==> src/rtl/instrumented_ro_sequencer_pkg.sv <==
// Shared types and default parameters for the instrumented ring-oscillator sequencer.
package instrumented_ro_sequencer_pkg;

    localparam int unsigned DEF_CFG_BITS      = 16;
    localparam int unsigned DEF_BCLK_HALF     = 2;
    localparam int unsigned DEF_SETTLE_CYCLES = 3;
    localparam int unsigned PHASE_W           = 16;
    localparam int unsigned STAGES_W          = 4;
    localparam int unsigned GATE_W            = 8;

    typedef enum logic [2:0] {
        ST_IDLE,
        ST_SHIFT,
        ST_RUN,
        ST_FREEZE,
        ST_CAPTURE,
        ST_OUT
    } seq_state_t;

    // Measurement settings captured when a start request is accepted.
    typedef struct packed {
        logic [STAGES_W-1:0] stages;
        logic [GATE_W-1:0]   gate;
    } meas_cfg_t;

endpackage

==> src/rtl/instrumented_ro_sequencer_if.sv <==
// Host request/result handshake plus oscillator control and phase-tap bundle.
interface instrumented_ro_sequencer_if #(
    parameter int unsigned CFG_BITS = instrumented_ro_sequencer_pkg::DEF_CFG_BITS
);
    import instrumented_ro_sequencer_pkg::*;

    logic                start;
    logic [CFG_BITS-1:0] cfg_word;
    logic [STAGES_W-1:0] cfg_stages;
    logic [GATE_W-1:0]   gate_cycles;
    logic                busy;
    logic [PHASE_W-1:0]  result;
    logic                result_valid;
    logic                result_ready;
    logic                ro_enable;
    logic                ro_hold;
    logic                ro_bdat;
    logic                ro_bclk;
    logic [STAGES_W-1:0] ro_n_stages;
    logic [PHASE_W-1:0]  ro_phases;

    // Host / oscillator model side.
    modport master (
        output start, cfg_word, cfg_stages, gate_cycles, result_ready, ro_phases,
        input  busy, result, result_valid, ro_enable, ro_hold, ro_bdat, ro_bclk, ro_n_stages
    );

    // Sequencer side.
    modport slave (
        input  start, cfg_word, cfg_stages, gate_cycles, result_ready, ro_phases,
        output busy, result, result_valid, ro_enable, ro_hold, ro_bdat, ro_bclk, ro_n_stages
    );

endinterface

==> src/rtl/iro_serial_tx.sv <==
// MSB-first serial shifter: per bit, bclk low HALF cycles then high HALF cycles, bdat held.
module iro_serial_tx #(
    parameter int unsigned BITS = 16,
    parameter int unsigned HALF = 2
) (
    input  logic            clk,
    input  logic            rst_n,
    input  logic            load,
    input  logic [BITS-1:0] word,
    output logic            bdat,
    output logic            bclk,
    output logic            done_c
);
    localparam int unsigned PH_W  = $clog2(2 * HALF);
    localparam int unsigned BIT_W = $clog2(BITS + 1);
    localparam logic [PH_W-1:0]  PH_LAST  = PH_W'(2 * HALF - 1);
    localparam logic [PH_W-1:0]  PH_HIGH  = PH_W'(HALF);
    localparam logic [BIT_W-1:0] BIT_LAST = BIT_W'(BITS - 1);

    logic [BITS-1:0]  sh_q;
    logic [PH_W-1:0]  ph_q;
    logic [BIT_W-1:0] bit_q;
    logic             active_q;
    logic             bclk_q;

    // Shifting out all BITS bits leaves the register zero, so bdat idles low by construction.
    always_ff @(posedge clk or negedge rst_n) begin
        if (!rst_n) begin
            sh_q     <= '0;
            ph_q     <= '0;
            bit_q    <= '0;
            active_q <= 1'b0;
            bclk_q   <= 1'b0;
        end else if (load) begin
            sh_q     <= word;
            ph_q     <= '0;
            bit_q    <= '0;
            active_q <= 1'b1;
            bclk_q   <= 1'b0;
        end else if (active_q) begin
            if (ph_q == PH_LAST) begin
                ph_q   <= '0;
                bclk_q <= 1'b0;
                sh_q   <= sh_q << 1;
                if (bit_q == BIT_LAST) begin
                    active_q <= 1'b0;
                end else begin
                    bit_q <= bit_q + BIT_W'(1);
                end
            end else begin
                ph_q   <= ph_q + PH_W'(1);
                bclk_q <= ((ph_q + PH_W'(1)) >= PH_HIGH);
            end
        end
    end

    assign bdat   = sh_q[BITS-1];
    assign bclk   = bclk_q;
    assign done_c = active_q && (ph_q == PH_LAST) && (bit_q == BIT_LAST);

endmodule

==> src/rtl/instrumented_ro_sequencer.sv <==
// Configures a ring oscillator serially, runs it for a gate window, freezes and snapshots its phases.
module instrumented_ro_sequencer
    import instrumented_ro_sequencer_pkg::*;
#(
    parameter int unsigned CFG_BITS      = DEF_CFG_BITS,
    parameter int unsigned BCLK_HALF     = DEF_BCLK_HALF,
    parameter int unsigned SETTLE_CYCLES = DEF_SETTLE_CYCLES
) (
    input  logic                         clk,
    input  logic                         rst_n,
    instrumented_ro_sequencer_if.slave   bus
);
    localparam logic [GATE_W-1:0] SETTLE_LAST = GATE_W'(SETTLE_CYCLES - 1);

    seq_state_t          state_q, state_d;
    meas_cfg_t           cfg_q, cfg_d;
    logic [GATE_W-1:0]   cnt_q, cnt_d;
    logic [PHASE_W-1:0]  result_q, result_d;
    logic [PHASE_W-1:0]  sync_meta, sync_out;
    logic                busy_q, busy_d;
    logic                valid_q, valid_d;
    logic                enable_q, enable_d;
    logic                hold_q, hold_d;
    logic [STAGES_W-1:0] stages_q, stages_d;
    logic                tx_load_c;
    logic                tx_done_c;
    logic                tx_bdat;
    logic                tx_bclk;

    assign tx_load_c = (state_q == ST_IDLE) && bus.start;

    iro_serial_tx #(
        .BITS (CFG_BITS),
        .HALF (BCLK_HALF)
    ) u_tx (
        .clk    (clk),
        .rst_n  (rst_n),
        .load   (tx_load_c),
        .word   (bus.cfg_word),
        .bdat   (tx_bdat),
        .bclk   (tx_bclk),
        .done_c (tx_done_c)
    );

    // Phase taps are asynchronous; plain two-flop synchronizer, always running.
    always_ff @(posedge clk or negedge rst_n) begin
        if (!rst_n) begin
            sync_meta <= '0;
            sync_out  <= '0;
        end else begin
            sync_meta <= bus.ro_phases;
            sync_out  <= sync_meta;
        end
    end

    // State and registered outputs.
    always_ff @(posedge clk or negedge rst_n) begin
        if (!rst_n) begin
            state_q  <= ST_IDLE;
            cfg_q    <= '0;
            cnt_q    <= '0;
            result_q <= '0;
            busy_q   <= 1'b0;
            valid_q  <= 1'b0;
            enable_q <= 1'b0;
            hold_q   <= 1'b0;
            stages_q <= '0;
        end else begin
            state_q  <= state_d;
            cfg_q    <= cfg_d;
            cnt_q    <= cnt_d;
            result_q <= result_d;
            busy_q   <= busy_d;
            valid_q  <= valid_d;
            enable_q <= enable_d;
            hold_q   <= hold_d;
            stages_q <= stages_d;
        end
    end

    // Next state; outputs are derived from the next state so they register in step with it.
    always_comb begin
        state_d  = state_q;
        cfg_d    = cfg_q;
        cnt_d    = cnt_q;
        result_d = result_q;

        case (state_q)
            ST_IDLE: begin
                if (bus.start) begin
                    cfg_d.stages = bus.cfg_stages;
                    cfg_d.gate   = bus.gate_cycles;
                    state_d      = ST_SHIFT;
                end
            end
            ST_SHIFT: begin
                if (tx_done_c) begin
                    cnt_d   = '0;
                    state_d = (cfg_q.gate == '0) ? ST_FREEZE : ST_RUN;
                end
            end
            ST_RUN: begin
                if (cnt_q == (cfg_q.gate - GATE_W'(1))) begin
                    cnt_d   = '0;
                    state_d = ST_FREEZE;
                end else begin
                    cnt_d = cnt_q + GATE_W'(1);
                end
            end
            ST_FREEZE: begin
                if (cnt_q == SETTLE_LAST) begin
                    cnt_d   = '0;
                    state_d = ST_CAPTURE;
                end else begin
                    cnt_d = cnt_q + GATE_W'(1);
                end
            end
            ST_CAPTURE: begin
                result_d = sync_out;
                state_d  = ST_OUT;
            end
            ST_OUT: begin
                if (bus.result_ready) begin
                    state_d = ST_IDLE;
                end
            end
            default: begin
                state_d = ST_IDLE;
            end
        endcase

        busy_d   = (state_d != ST_IDLE);
        valid_d  = (state_d == ST_OUT);
        enable_d = (state_d == ST_RUN);
        hold_d   = (state_d == ST_FREEZE);
        stages_d = (state_d != ST_IDLE) ? cfg_d.stages : '0;
    end

    assign bus.busy         = busy_q;
    assign bus.result       = result_q;
    assign bus.result_valid = valid_q;
    assign bus.ro_enable    = enable_q;
    assign bus.ro_hold      = hold_q;
    assign bus.ro_bdat      = tx_bdat;
    assign bus.ro_bclk      = tx_bclk;
    assign bus.ro_n_stages  = stages_q;

endmodule

==> src/flat_wrapper.sv <==
// flat-port wrapper written by rule: the top's interface ports become plain ports
module instrumented_ro_sequencer_flat import instrumented_ro_sequencer_pkg::*;
#(
    parameter int unsigned CFG_BITS      = DEF_CFG_BITS,
    parameter int unsigned BCLK_HALF     = DEF_BCLK_HALF,
    parameter int unsigned SETTLE_CYCLES = DEF_SETTLE_CYCLES
)
  (clk, rst_n, bus_start, bus_cfg_word, bus_cfg_stages, bus_gate_cycles, bus_result_ready, bus_ro_phases, bus_busy, bus_result, bus_result_valid, bus_ro_enable, bus_ro_hold, bus_ro_bdat, bus_ro_bclk, bus_ro_n_stages);
  instrumented_ro_sequencer_if #(.CFG_BITS(CFG_BITS)) bus_i ();
  input  logic clk;
  input  logic rst_n;
  input wire logic [$bits(bus_i.start)-1:0] bus_start;
  input wire logic [$bits(bus_i.cfg_word)-1:0] bus_cfg_word;
  input wire logic [$bits(bus_i.cfg_stages)-1:0] bus_cfg_stages;
  input wire logic [$bits(bus_i.gate_cycles)-1:0] bus_gate_cycles;
  input wire logic [$bits(bus_i.result_ready)-1:0] bus_result_ready;
  input wire logic [$bits(bus_i.ro_phases)-1:0] bus_ro_phases;
  output wire logic [$bits(bus_i.busy)-1:0] bus_busy;
  output wire logic [$bits(bus_i.result)-1:0] bus_result;
  output wire logic [$bits(bus_i.result_valid)-1:0] bus_result_valid;
  output wire logic [$bits(bus_i.ro_enable)-1:0] bus_ro_enable;
  output wire logic [$bits(bus_i.ro_hold)-1:0] bus_ro_hold;
  output wire logic [$bits(bus_i.ro_bdat)-1:0] bus_ro_bdat;
  output wire logic [$bits(bus_i.ro_bclk)-1:0] bus_ro_bclk;
  output wire logic [$bits(bus_i.ro_n_stages)-1:0] bus_ro_n_stages;
  assign bus_i.start = bus_start;
  assign bus_i.cfg_word = bus_cfg_word;
  assign bus_i.cfg_stages = bus_cfg_stages;
  assign bus_i.gate_cycles = bus_gate_cycles;
  assign bus_i.result_ready = bus_result_ready;
  assign bus_i.ro_phases = bus_ro_phases;
  assign bus_busy = bus_i.busy;
  assign bus_result = bus_i.result;
  assign bus_result_valid = bus_i.result_valid;
  assign bus_ro_enable = bus_i.ro_enable;
  assign bus_ro_hold = bus_i.ro_hold;
  assign bus_ro_bdat = bus_i.ro_bdat;
  assign bus_ro_bclk = bus_i.ro_bclk;
  assign bus_ro_n_stages = bus_i.ro_n_stages;
  instrumented_ro_sequencer #(.CFG_BITS(CFG_BITS), .BCLK_HALF(BCLK_HALF), .SETTLE_CYCLES(SETTLE_CYCLES)) u_core (.clk(clk), .rst_n(rst_n), .bus(bus_i));
endmodule
==> config.mk <==
export PLATFORM = sky130hd
export DESIGN_NAME = instrumented_ro_sequencer_flat
export DESIGN_NICKNAME = d
export VERILOG_FILES = /design/src/rtl/instrumented_ro_sequencer_pkg.sv /design/src/rtl/instrumented_ro_sequencer_if.sv /design/src/rtl/iro_serial_tx.sv /design/src/rtl/instrumented_ro_sequencer.sv /design/src/flat_wrapper.sv
export SDC_FILE = /design/constraint.sdc
export NUM_CORES = 1
export LEC_CHECK = 0
export BUFFER_PORTS_ARGS = -buffer_cell sky130_fd_sc_hd__buf_2
export CAP_MARGIN = 20
export CORE_ASPECT_RATIO = 0.7
export CORE_UTILIZATION = 45
export DETAILED_ROUTE_END_ITERATION = 6
export GPL_ROUTABILITY_DRIVEN = 0
export PLACE_DENSITY = 0.77
export SLEW_MARGIN = 40
export SYNTH_ARGS = -nofsm -noshare
export SYNTH_HDL_FRONTEND = slang
export SYNTH_SLANG_ARGS = --single-unit
==> constraint.sdc <==
create_clock -name clk -period 2.71 [get_ports clk]
set_input_delay 0.1355 -clock clk [delete_from_list [all_inputs] [get_ports clk]]
set_output_delay 0.1355 -clock clk [all_outputs]
set_load 0.01 [all_outputs]
## After elaboration in Yosys (flattened, before gate mapping)

Cells that the tools add are included.

| operators by class | value |
|---|---|
| $lt $le $gt $ge | 1 |
| reductions and logical operators | 13 |
| add/sub/neg operators | 4 |
| eq/ne operators | 14 |
| mux-type cells | 31 |

Operators by type and width:

| operator | number |
|---|---|
| $mux W16 | 3 |
| $mux W12 | 2 |
| $mux W8 | 3 |
| $pmux W8 S3 | 1 |
| $mux W5 | 4 |
| $pmux W3 S6 | 1 |
| $mux W3 | 5 |
| $eq A3 B2 Y1 const B | 4 |
| $eq A3 B3 Y1 const B | 3 |
| $add A8 B1 Y8 const B | 1 |
| $eq A8 B2 Y1 const B | 1 |
| $eq A8 B8 Y1 | 1 |
| $logic_not A8 Y1 | 1 |
| $mux W1 | 8 |
| $sub A8 B1 Y8 const B | 1 |
| $mux W2 | 3 |
| $reduce_and A2 Y1 | 3 |
| $reduce_bool A3 Y1 | 2 |
| $add A5 B1 Y5 const B | 1 |
| $eq A5 B4 Y1 const B | 1 |
| $mux W4 | 1 |
| $ne A2 B1 Y1 const B | 2 |
| $reduce_bool A2 Y1 | 2 |
| $eq A3 B1 Y1 const B | 1 |
| 6 further kinds | 8 |

| storage, ports and cells | value |
|---|---|
| bits of input ports | 48 |
| output and inout port bits | 26 |
| register bits after elaboration | 104 |
| word-level logic and storage cells | 80 |

## Logic depth before layout (Yosys ltp)

Gate-level depths: netlist (run 1).

| depth | value |
|---|---|
| depth in word-level cells | 7 |
| mapped depth | 9 |
| mapped depth without buffers | 9 |

## Modules after synthesis

Synthesis (run 1) repeated with hierarchy kept, for this count alone.

| unflattened totals | value |
|---|---|
| cells, all modules | 335 |
| area total of the unflattened synthesis | 4161.5 sq um |

By module, submodules not included:

| module | area each (sq um) | times used | cells each |
|---|---|---|---|
| instrumented_ro_sequencer | 3027.9 | 1 | 229 |
| iro_serial_tx | 1133.6 | 1 | 106 |

## Worst setup path after synthesis (run 1)

No wires, ideal clock.

| timing | value |
|---|---|
| path type | register -> register |
| start | reg u_core.cfg_q[0] in the netlist's numbering |
| end | reg u_core.cnt_q[3] |
| path buffers | 0 |
| slack | 642 ps |
| required time | 2580 ps |
| period minus slack after synthesis | 2068 ps |
| data arrival time | 1938 ps |
| stages on the path, launching flop included | 9 |
| cell sequence | dfrtp_1 > inv_1 > ha_1 > nor2b_1 > or3_1 > a311oi_2 > nand3_2 > a21oi_4 > o31ai_1 |

| on the way | value |
|---|---|
| longest elaborated chain between the ends | 4 |

RTL lines:

| item | line | RTL |
|---|---|---|
| start: declaration | instrumented_ro_sequencer.sv:16 | `meas_cfg_t cfg_q, cfg_d;` |
| start signal: assignment | instrumented_ro_sequencer.sv:70 | `cfg_q <= cfg_d;` |
| $sub A8 B1 Y8 | instrumented_ro_sequencer.sv:103 | `if (cnt_q == (cfg_q.gate - GATE_W'(1))) begin` |
| $eq A8 B8 Y1 | instrumented_ro_sequencer.sv:103 |  |
| $mux W8 | instrumented_ro_sequencer.sv:103 |  |
| $pmux W8 S3 | instrumented_ro_sequencer.sv:88 | `case (state_q)` |
| end signal: assignment | instrumented_ro_sequencer.sv:71 | `cnt_q <= cnt_d;` |
| end: declaration | instrumented_ro_sequencer.sv:17 | `logic [GATE_W-1:0] cnt_q, cnt_d;` |

No other way between the ends.
A chain may end at the register's enable or synchronous reset.

## Worst setup path in the final report (run 1)

| timing | value |
|---|---|
| start | reg u_core.cfg_q[0] in the netlist's numbering |
| end | reg u_core.cnt_q[4] |

Same word-level chain as after synthesis.

==> impl_metrics.yaml, run 1 <==
run_status:
  outcome: "finished, final reports clean"
synthesis:
  synth-main-ff-cell: "dfrtp_1"
  synthCells: 321
  ys_async_sr_fraction_pct: 100.0
  synth_top_area_share_pct: 62.80
  synth.net_count: 376
  yosysTopAreaCell: "dfrtp_1"
  ys_ff_latch: 103
  ys_top_cells_by_area: "dfrtp_1 63%, mux2_2 7.1%, mux2i_1 3.9%"
  yosysWarnings: 0
  synth_edf_count: 0
  syn_area_sq_mm: 0.004104
  synth_cell_types: 46
  avgSynthCellArea_sq_um: 12.78
  seq_area_frac_synth_pct: 62.80
grt:
  grt_pass1_wl_um: 12250
  grt_max_degree: 50
  grt_pass1_vias: 2668
  track_usage_pct: 17.14
  antenna_found_initial: 0
  grt-ovfl-total: 0
timing:
  min_period_ns: 2.312
  slew_headroom_pct: 53.88
  grt_setup_unrepaired: "no"
  fmax_mhz: 432.4
  finalSetupViolations: 0
  hold_viol_final: 0
  final.setup.tns_ns: 0
  report.final.slew_viol_count: 0
  clock_skew_ns: 0.004433
  worst_pin_slew_ns: 0.6877
  fin_crit_sh_pct: 85.33
drt:
  drt_iter0_markers: 134
  wl_per_cell_um: 13.28
  first_pass_iters: 4
  vias_per_cell: 4.993
  final_antenna_net_count: 0
  vias: 2721
  remaining_drc_errors: 0
  wirelength_um: 7238
finish:
  fin_cells: 545
  nets: 476
  syn_to_final_growth_pct: 24.79
  n_fill_cell: 724
  diodes: 0
  drive_gt1_share_pct: 31.29
pwr:
  swShare_pct: 31.12
  power_density_mw_per_mm2: 903.0
  peakVddDrop_mv: 0.4412
  p_switching_mw: 1.439
  cell_internal_pwr_mw: 3.185
  p_seq_share_pct: 47.0
  leakagePower_nw: 2.416
  clkPwrFrac_pct: 25.1
  comb_power_share_pct: 28.0
clock_network:
  cts-buffers-inserted: 9
  root_buffer: "clkbuf_16"
  path_clk_slew_ns: 0.06
  cts_tree: "done"
  cts-htree-levels: 3
  clock_sinks: 103
  clock_path_buffers: 2
  clock_latency_ns: 0.34
  cts_setup_buffers: 0
critical_path:
  cp-start-kind: "flip-flop"
  cp.arrival_ns: 2.53
  r2r_slack_ns: 0.40
  cp-startpoint: "u_core.cfg_q[0]$_DFFE_PN0P_"
  cp.required_ns: 2.92
  r2r-end: "u_core.cnt_q[4]$_DFFE_PN0P_"
  reg2reg_depth: 8
  reg2reg_from: "u_core.cfg_q[0]$_DFFE_PN0P_"
  end_kind: "flip-flop"
  path_class: "flip-flop to flip-flop"
  critPathMaxFanout: 8
die:
  io_pins: 74
  rows: 28
  core-area_sq_mm: 0.008653
  dieArea_sq_mm: 0.009512
  initial_utilization_pct: 47.43
  die_h_um: 81.90
  die_w_um: 116.1
hold_path:
  hp-class: "input pin to flip-flop"
  worstHoldStart: "bus_cfg_word[8]"
  whs_path_depth: 3
  min_to: "u_core.u_tx.sh_q[8]$_DFFE_PN0P_"
place:
  placed_cells: 507
  port_buffers: 73
  dpl.hpwl_um: 4925
job:
  maxCapViolCount: 0
[logic make-up (layout without fill, tap and decap cells)]
group,Yosys count,in the layout,share of synthesized area (%)
AO/OA/AOI/OAI,52,52,8.384
XOR/XNOR,13,13,2.774
adder cells (fa/ha/maj),7,7,2.134
buffers and inverters,24,128,2.317
flip-flops,103,103,62.80
multiplexers,42,42,11.04
AND/OR/NAND/NOR,80,80,10.55
[worst max path at each step]
stage	slack, ns	depth (start not counted)	to
finish	0.40	8	u_core.cnt_q[4]$_DFFE_PN0P_
global route	0.22	8	u_core.cnt_q[7]$_DFFE_PN0P_
global placement	0.52	8	u_core.cnt_q[7]$_DFFE_PN0P_
floorplan	0.64	8	u_core.cnt_q[3]$_DFFE_PN0P_
detailed placement	0.41	8	u_core.cnt_q[4]$_DFFE_PN0P_
CTS	0.40	8	u_core.cnt_q[4]$_DFFE_PN0P_
[state kept, by name (all words and copies together), names as in the netlist]
register and flops:
u_core.sync_meta 16, u_core.state_q 3, u_core.u_tx.sh_q 16, u_core.sync_out 16
u_core.bus.ro_n_stages 4, u_core.bus.ro_hold 1, u_core.cnt_q 8, u_core.bus.result 16
u_core.u_tx.bit_q 5, u_core.bus.ro_enable 1, u_core.bus.result_valid 1, u_core.bus.busy 1
u_core.u_tx.active_q 1, u_core.cfg_q 12, u_core.u_tx.ph_q 2
[area by class of cell]
class | instances | area (sq um) | share of cell area (%)
sequential | 103 | 2577 | 50.33
clock inverter | 6 | 46.29 | 0.9040
timing repair buffer | 102 | 643.1 | 12.56
multi-input combinational | 194 | 1438 | 28.07
tap | 120 | 150.1 | 2.932
clock buffer | 9 | 225.2 | 4.398
inverter | 11 | 41.29 | 0.8063
[cells in the mapped netlist (3+ instances only)]
cell / n
dfrtp_1: 103
nand3_1: 6
ha_1: 7
nor2_1: 15
xnor2_1: 9
nand2_1: 29
nor2b_1: 3
mux2i_1: 16
nand4_1: 3
a21oi_1: 6
clkbuf_1: 9
mux2_2: 26
o2111ai_1: 5
o31ai_1: 5
buf_2: 4
inv_1: 11
nor3_1: 3
xor2_1: 4
o21ai_0: 20
a21boi_0: 3
[routing by layer]
metal	up-vias	GRT usage [%]	share of wire, %
li1	1321	-	-
met1	1333	21.86	46
met2	58	27.68	48
met3	9	6.052	5.0
met4	0	5.128	1.0
met5	-	0	0
[repair_timing]
action / in CTS / in global routing
endpoints found under the hold margin: 68 / 1
resized for setup: 0 / 0
hold buffers: 22 / 1
[layout by cell type, fill, tap and decap left out, types with 4 or more instances in the layout]
master and n:
a21oi_1 6, nor2_1 15, mux2_2 26, nand3_1 6, dfrtp_1 103, inv_1 11
o21ai_0 20, xnor2_1 9, clkbuf_16 9, mux2i_1 16, nand2_1 29, o31ai_1 5
dlygate4sd3_1 23, xor2_1 4, buf_2 72, o2111ai_1 5, ha_1 7, buf_4 7
[power groups by stage]
stage / sequential (mW) / combinational [mW] / clock (mW)
final: 2.17 / 1.29 / 1.16
after global routing: 2.22 / 1.45 / 1.26
after CTS: 2.18 / 1.31 / 1.20
after detailed placement: 2.20 / 1.29 / 0
after global placement: 2.19 / 1.24 / 0
after floorplan: 2.18 / 0.912 / 0
[metrics by stage]
step                hold slack, ns  power [mW]  area (sq um)  util [%]  setup WS, ns
floorplan                  -0.1601       3.093          4104         -        0.6416
global placement            0.1896       3.427          4619     53.38        0.5158
detailed placement          0.1961       3.484          4619     53.38        0.4076
CTS                      0.0002947       4.686          5111     59.07        0.3955
global route              0.007614       4.940          5121     59.18        0.2152
finish                    0.009320       4.625          5121     59.18        0.3975
[critical path, stage by stage (launching register included)]
cell,delay (ns)
dfrtp_1,0.39
inv_1,0.09
ha_1,0.24
nor2b_1,0.16
or3_1,0.36
a311oi_2,0.36
nand3_2,0.17
a21oi_4,0.30
o31ai_1,0.12
(Power assumes the default switching activity.)
==> run 2, diff against run 1 <==
- CAP_MARGIN: 20 -> not set
- CORE_MARGIN: not set -> 4
- CORE_UTILIZATION: 45 -> 50
- PLACE_DENSITY: 0.77 -> 0.83
==> impl_metrics.yaml, run 2 (synthesis gave the netlist of run 1 again) <==
place:
  dpl.hpwl_um: 5382
  place_ws_ns: 0.4308
  port_buffers: 73
  place_area_sq_mm: 0.004606
die:
  dieArea_sq_mm: 0.009745
  die_h_um: 83.80
  rows: 27
  initial_utilization_pct: 51.69
  io_pins: 74
  core-area_sq_mm: 0.007939
  die_w_um: 116.3
grt:
  grt-ovfl-total: 0
  track_usage_pct: 17.78
  grt_pass1_wl_um: 13650
  antenna_found_initial: 0
  grt_pass1_vias: 2915
  grt_max_degree: 62
critical_path:
  critPathMaxFanout: 5
  cp.required_ns: 2.93
  path_class: "flip-flop to flip-flop"
  cp-start-kind: "flip-flop"
  cp.arrival_ns: 2.62
  end_kind: "flip-flop"
timing:
  worst_slack_ns: 0.3091
  report.final.slew_viol_count: 0
  worst_pin_slew_ns: 0.6628
  grt_setup_unrepaired: "no"
  timing.hold.ws_ns: 0.001116
  final.setup.tns_ns: 0
  fmax_mhz: 416.5
  slew_headroom_pct: 55.55
  fin_crit_sh_pct: 88.59
  clock_skew_ns: 0.006907
  hold_viol_final: 0
  finalSetupViolations: 0
  min_period_ns: 2.401
finish:
  drive_gt1_share_pct: 30.52
  mostFrequentLayoutCells: "103 x dfrtp_1, 72 x buf_2, 29 x nand2_1"
  nets: 477
  syn_to_final_growth_pct: 26.16
  final_area_sq_mm: 0.005177
  diodes: 0
  layout_commonest_cell: "dfrtp_1"
drt:
  wirelength_um: 8067
  remaining_drc_errors: 0
  vias: 2766
  wl_per_cell_um: 15.31
  final_antenna_net_count: 0
  vias_per_cell: 5.249
  first_pass_iters: 5
  drt_iter0_markers: 304
clock_network:
  cts-htree-levels: 3
  clock_latency_ns: 0.34
  clock_sinks: 103
  cts-buffers-inserted: 9
  cts_tree: "done"
  root_buffer: "clkbuf_16"
  cts_setup_buffers: 0
  path_clk_slew_ns: 0.07
  clock_path_buffers: 2
pwr:
  peakVddDrop_mv: 0.5499
  power_density_mw_per_mm2: 939.6
  p_total_mw: 4.865
  leakagePower_nw: 2.451
hold_path:
  hp-class: "input pin to flip-flop"
job:
  maxCapViolCount: 0
run_status:
  outcome: "finished, final reports clean"
[run 2: changes by cell type in the layout (fill, tap and decap cells not counted), sizes merged]
cell,previous run,this run
buf,79,77
clkbuf,9,10
clkinvlp,2,0
dlygate4sd3,23,26
bufinv,0,2
clkinv,3,2
[run 2: what timing repair did]
item,CTS,global route
endpoints found under the hold margin,67,0
gates resized for setup,0,0
hold buffers,26,0
setup endpoints to repair,0,0
[run 2: final cells by class]
type / count / area (sq um)
Fill cell: 606 / 2761
Sequential cell: 103 / 2577
Multi-Input combinational cell: 194 / 1438
Timing Repair Buffer: 103 / 683.2
Clock buffer: 10 / 229.0
Tap cell: 101 / 126.4
Clock inverter: 5 / 82.58
Inverter: 11 / 41.29
[run 2: report_power, final]
group | leakage, nW | internal [mW] | switching [mW]
clock | 0.153 | 0.807 | 0.543
sequential | 1.27 | 1.92 | 0.260
combinational | 1.03 | 0.653 | 0.678
total | 2.45 | 3.38 | 1.48
[run 2: critical path: stages, from the launching register on]
cell,delay (ns)
dfrtp_1,0.40
inv_1,0.09
ha_1,0.24
nor2b_1,0.17
or3_1,0.39
a311oi_2,0.37
nand4_1,0.31
o2111ai_1,0.21
o31ai_1,0.10
[run 2: worst paths after layout]
path	startpoint	end	slack, ns	cells after the start
worst max-delay path	u_core.cfg_q[0]$_DFFE_PN0P_	u_core.cnt_q[2]$_DFFE_PN0P_	0.31	8
worst min-delay path	bus_cfg_word[3]	u_core.u_tx.sh_q[3]$_DFFE_PN0P_	0.001	3
worst max register to register	u_core.cfg_q[0]$_DFFE_PN0P_	u_core.cnt_q[2]$_DFFE_PN0P_	0.31	8
worst min register to register	u_core.sync_meta[3]$_DFF_PN0_	u_core.sync_out[3]$_DFF_PN0_	0.35	0
max in group asynchronous	rst_n	u_core.cnt_q[4]$_DFFE_PN0P_	1.69	3
min in group asynchronous	rst_n	u_core.bus.result[9]$_DFFE_PN0P_	0.32	2
[run 2: per-stage QoR]
| stage | util (%) | cells |
|---|---|---|
| 6_report | 65.22 | 527 |
| 4_1_cts | 65.22 | 527 |
| 3_3_place_gp | 58.01 | 486 |
| 2_1_floorplan | - | 321 |
| 5_1_grt | 65.22 | 527 |
| 3_5_place_dp | 58.01 | 486 |
[run 2: metal layers]
| metal | vias to the layer above | track usage (%) | part of all wire [%] |
|---|---|---|---|
| met4 | 0 | 6.533 | 1.5 |
| li1 | 1324 | - | - |
| met2 | 83 | 28.66 | 50 |
| met3 | 13 | 5.362 | 6.8 |
| met1 | 1346 | 22.55 | 42 |
| met5 | - | 0 | 0 |
==> run 3, diff against run 2 <==
- HOLD_SLACK_MARGIN: not set -> 0.08
==> impl_metrics.yaml, run 3 (synthesis gave the netlist of run 1 again) <==
critical_path:
  cp.arrival_ns: 2.59
  critPathBufInv: 1
  cp.required_ns: 2.92
  cp-start-kind: "flip-flop"
  path_class: "flip-flop to flip-flop"
  end_kind: "flip-flop"
  cp_cell_sequence: "inv_1 -> ha_1 -> nor2b_1 -> or3_1 -> a311oi_2 -> nand3_2 -> a21oi_4 -> o31ai_1"
  cpMaxStageDelayCell: "dfrtp_1"
  r2r_slack_ns: 0.33
  r2r-end: "u_core.cnt_q[4]$_DFFE_PN0P_"
  reg2reg_depth: 8
  reg2reg_from: "u_core.cfg_q[0]$_DFFE_PN0P_"
  critPathMaxFanout: 8
  slowest_delay_ns: 0.39
  cp_top_family: "compound AO/OA/AOI/OAI gates"
die:
  die_w_um: 116.3
  io_pins: 74
  initial_utilization_pct: 51.69
  rows: 27
  dieArea_sq_mm: 0.009745
  die_h_um: 83.80
  core-area_sq_mm: 0.007939
grt:
  gr-usage-met3_pct: 5.145
  use_met2_pct: 30.27
  antenna_found_initial: 0
  track_usage_pct: 18.36
  use_met1_pct: 23.06
  grt_pass1_vias: 3032
  grt_max_degree: 62
  grt-busiest-layer: "met2"
  grt_pass1_wl_um: 14080
  grt-ovfl-total: 0
finish:
  nets: 497
  mostFrequentLayoutCells: "103 x dfrtp_1, 72 x buf_2, 46 x dlygate4sd3_1"
  ff_latch_area_sq_mm: 0.002577
  layout_commonest_cell: "dfrtp_1"
  multi_input_area_sq_mm: 0.001438
  diodes: 0
  syn_to_final_growth_pct: 31.04
  final_area_sq_mm: 0.005378
  utilization_pct: 67.74
  drive_gt1_share_pct: 29.15
  n_fill_cell: 581
clock_network:
  cts-buffers-inserted: 9
  cts_tree: "done"
  root_buffer: "clkbuf_16"
  clock_latency_ns: 0.34
  cts_setup_buffers: 0
  path_clk_slew_ns: 0.07
  cts_hold_buf: 46
  clock_path_buffers: 2
  cts_resized: 0
  cts-htree-levels: 3
  clock_sinks: 103
timing:
  worst_pin_slew_ns: 0.6884
  hold_viol_final: 0
  timing.hold.ws_ns: 0.3180
  final.setup.tns_ns: 0
  report.final.slew_viol_count: 0
  clock_skew_ns: 0.005992
  finalSetupViolations: 0
  grt_setup_unrepaired: "no"
  slew_headroom_pct: 53.83
  fin_crit_sh_pct: 87.82
  min_period_ns: 2.380
  fmax_mhz: 420.2
drt:
  first_pass_iters: 4
  wirelength_um: 8251
  vias: 2852
  final_antenna_net_count: 0
  vias_per_cell: 5.214
  wl_per_cell_um: 15.08
  remaining_drc_errors: 0
  drt_iter0_markers: 325
pwr:
  peakVddDrop_mv: 0.4994
  power_density_mw_per_mm2: 909.0
  leakagePower_nw: 2.535
place:
  port_buffers: 73
  dpl.hpwl_um: 5382
  place_area_sq_mm: 0.004606
run_status:
  outcome: "finished, final reports clean"
job:
  maxCapViolCount: 0
hold_path:
  hp-class: "input pin to asynchronous set/reset pin"
run 3: changes by cell type in the layout (fill, tap and decap cells not counted):
| cell | delta |
|---|---|
| dlygate4sd3_1 | +20 |
run 3: layer usage:
| layer | up-vias | routed length, um |
|---|---|---|
| li1 | 1364 | - |
| met1 | 1389 | 3463 |
| met2 | 87 | 4202 |
| met3 | 12 | 478 |
| met4 | 0 | 106 |
| met5 | - | 0 |
run 3: stage by stage:
stage	total power, mW	setup WS (ns)	std cells
2_1_floorplan	3.093	0.6416	321
5_1_grt	5.210	0.1982	547
4_1_cts	4.942	0.3742	547
3_3_place_gp	3.435	0.5206	486
3_5_place_dp	3.516	0.4308	486
6_report	4.888	0.3301	547
run 3: worst max path at each step:
stage	from	to	slack (ns)	cells after the start
after floorplan	u_core.cfg_q[0]$_DFFE_PN0P_	u_core.cnt_q[3]$_DFFE_PN0P_	0.64	8
after global placement	u_core.cfg_q[0]$_DFFE_PN0P_	u_core.cnt_q[7]$_DFFE_PN0P_	0.52	8
after detailed placement	u_core.cfg_q[0]$_DFFE_PN0P_	u_core.cnt_q[7]$_DFFE_PN0P_	0.43	8
after CTS	u_core.cfg_q[0]$_DFFE_PN0P_	u_core.cnt_q[4]$_DFFE_PN0P_	0.37	8
after global routing	u_core.cfg_q[0]$_DFFE_PN0P_	u_core.cnt_q[4]$_DFFE_PN0P_	0.20	8
final	u_core.cfg_q[0]$_DFFE_PN0P_	u_core.cnt_q[4]$_DFFE_PN0P_	0.33	8
run 3: cell type report:
| type | instances | area share (%) |
|---|---|---|
| flip-flops and latches | 103 | 47.93 |
| multi-input cells | 194 | 26.73 |
| repair buffers | 123 | 16.43 |
| clock buffers | 10 | 4.258 |
| well taps | 101 | 2.350 |
| clock inverters | 5 | 1.536 |
| inverters | 11 | 0.7678 |
run 3: worst register-to-register path, stage by stage (launching register included):
cell and delay [ns]:
dfrtp_1 0.39, inv_1 0.09, ha_1 0.24, nor2b_1 0.17, or3_1 0.39, a311oi_2 0.37
nand3_2 0.17, a21oi_4 0.31, o31ai_1 0.12
run 3: power breakdown:
part | switching, mW | leakage (nW) | internal (mW)
Clock | 0.543 | 0.153 | 0.808
Sequential | 0.261 | 1.27 | 1.92
Combinational | 0.681 | 1.12 | 0.671
Total | 1.49 | 2.53 | 3.40
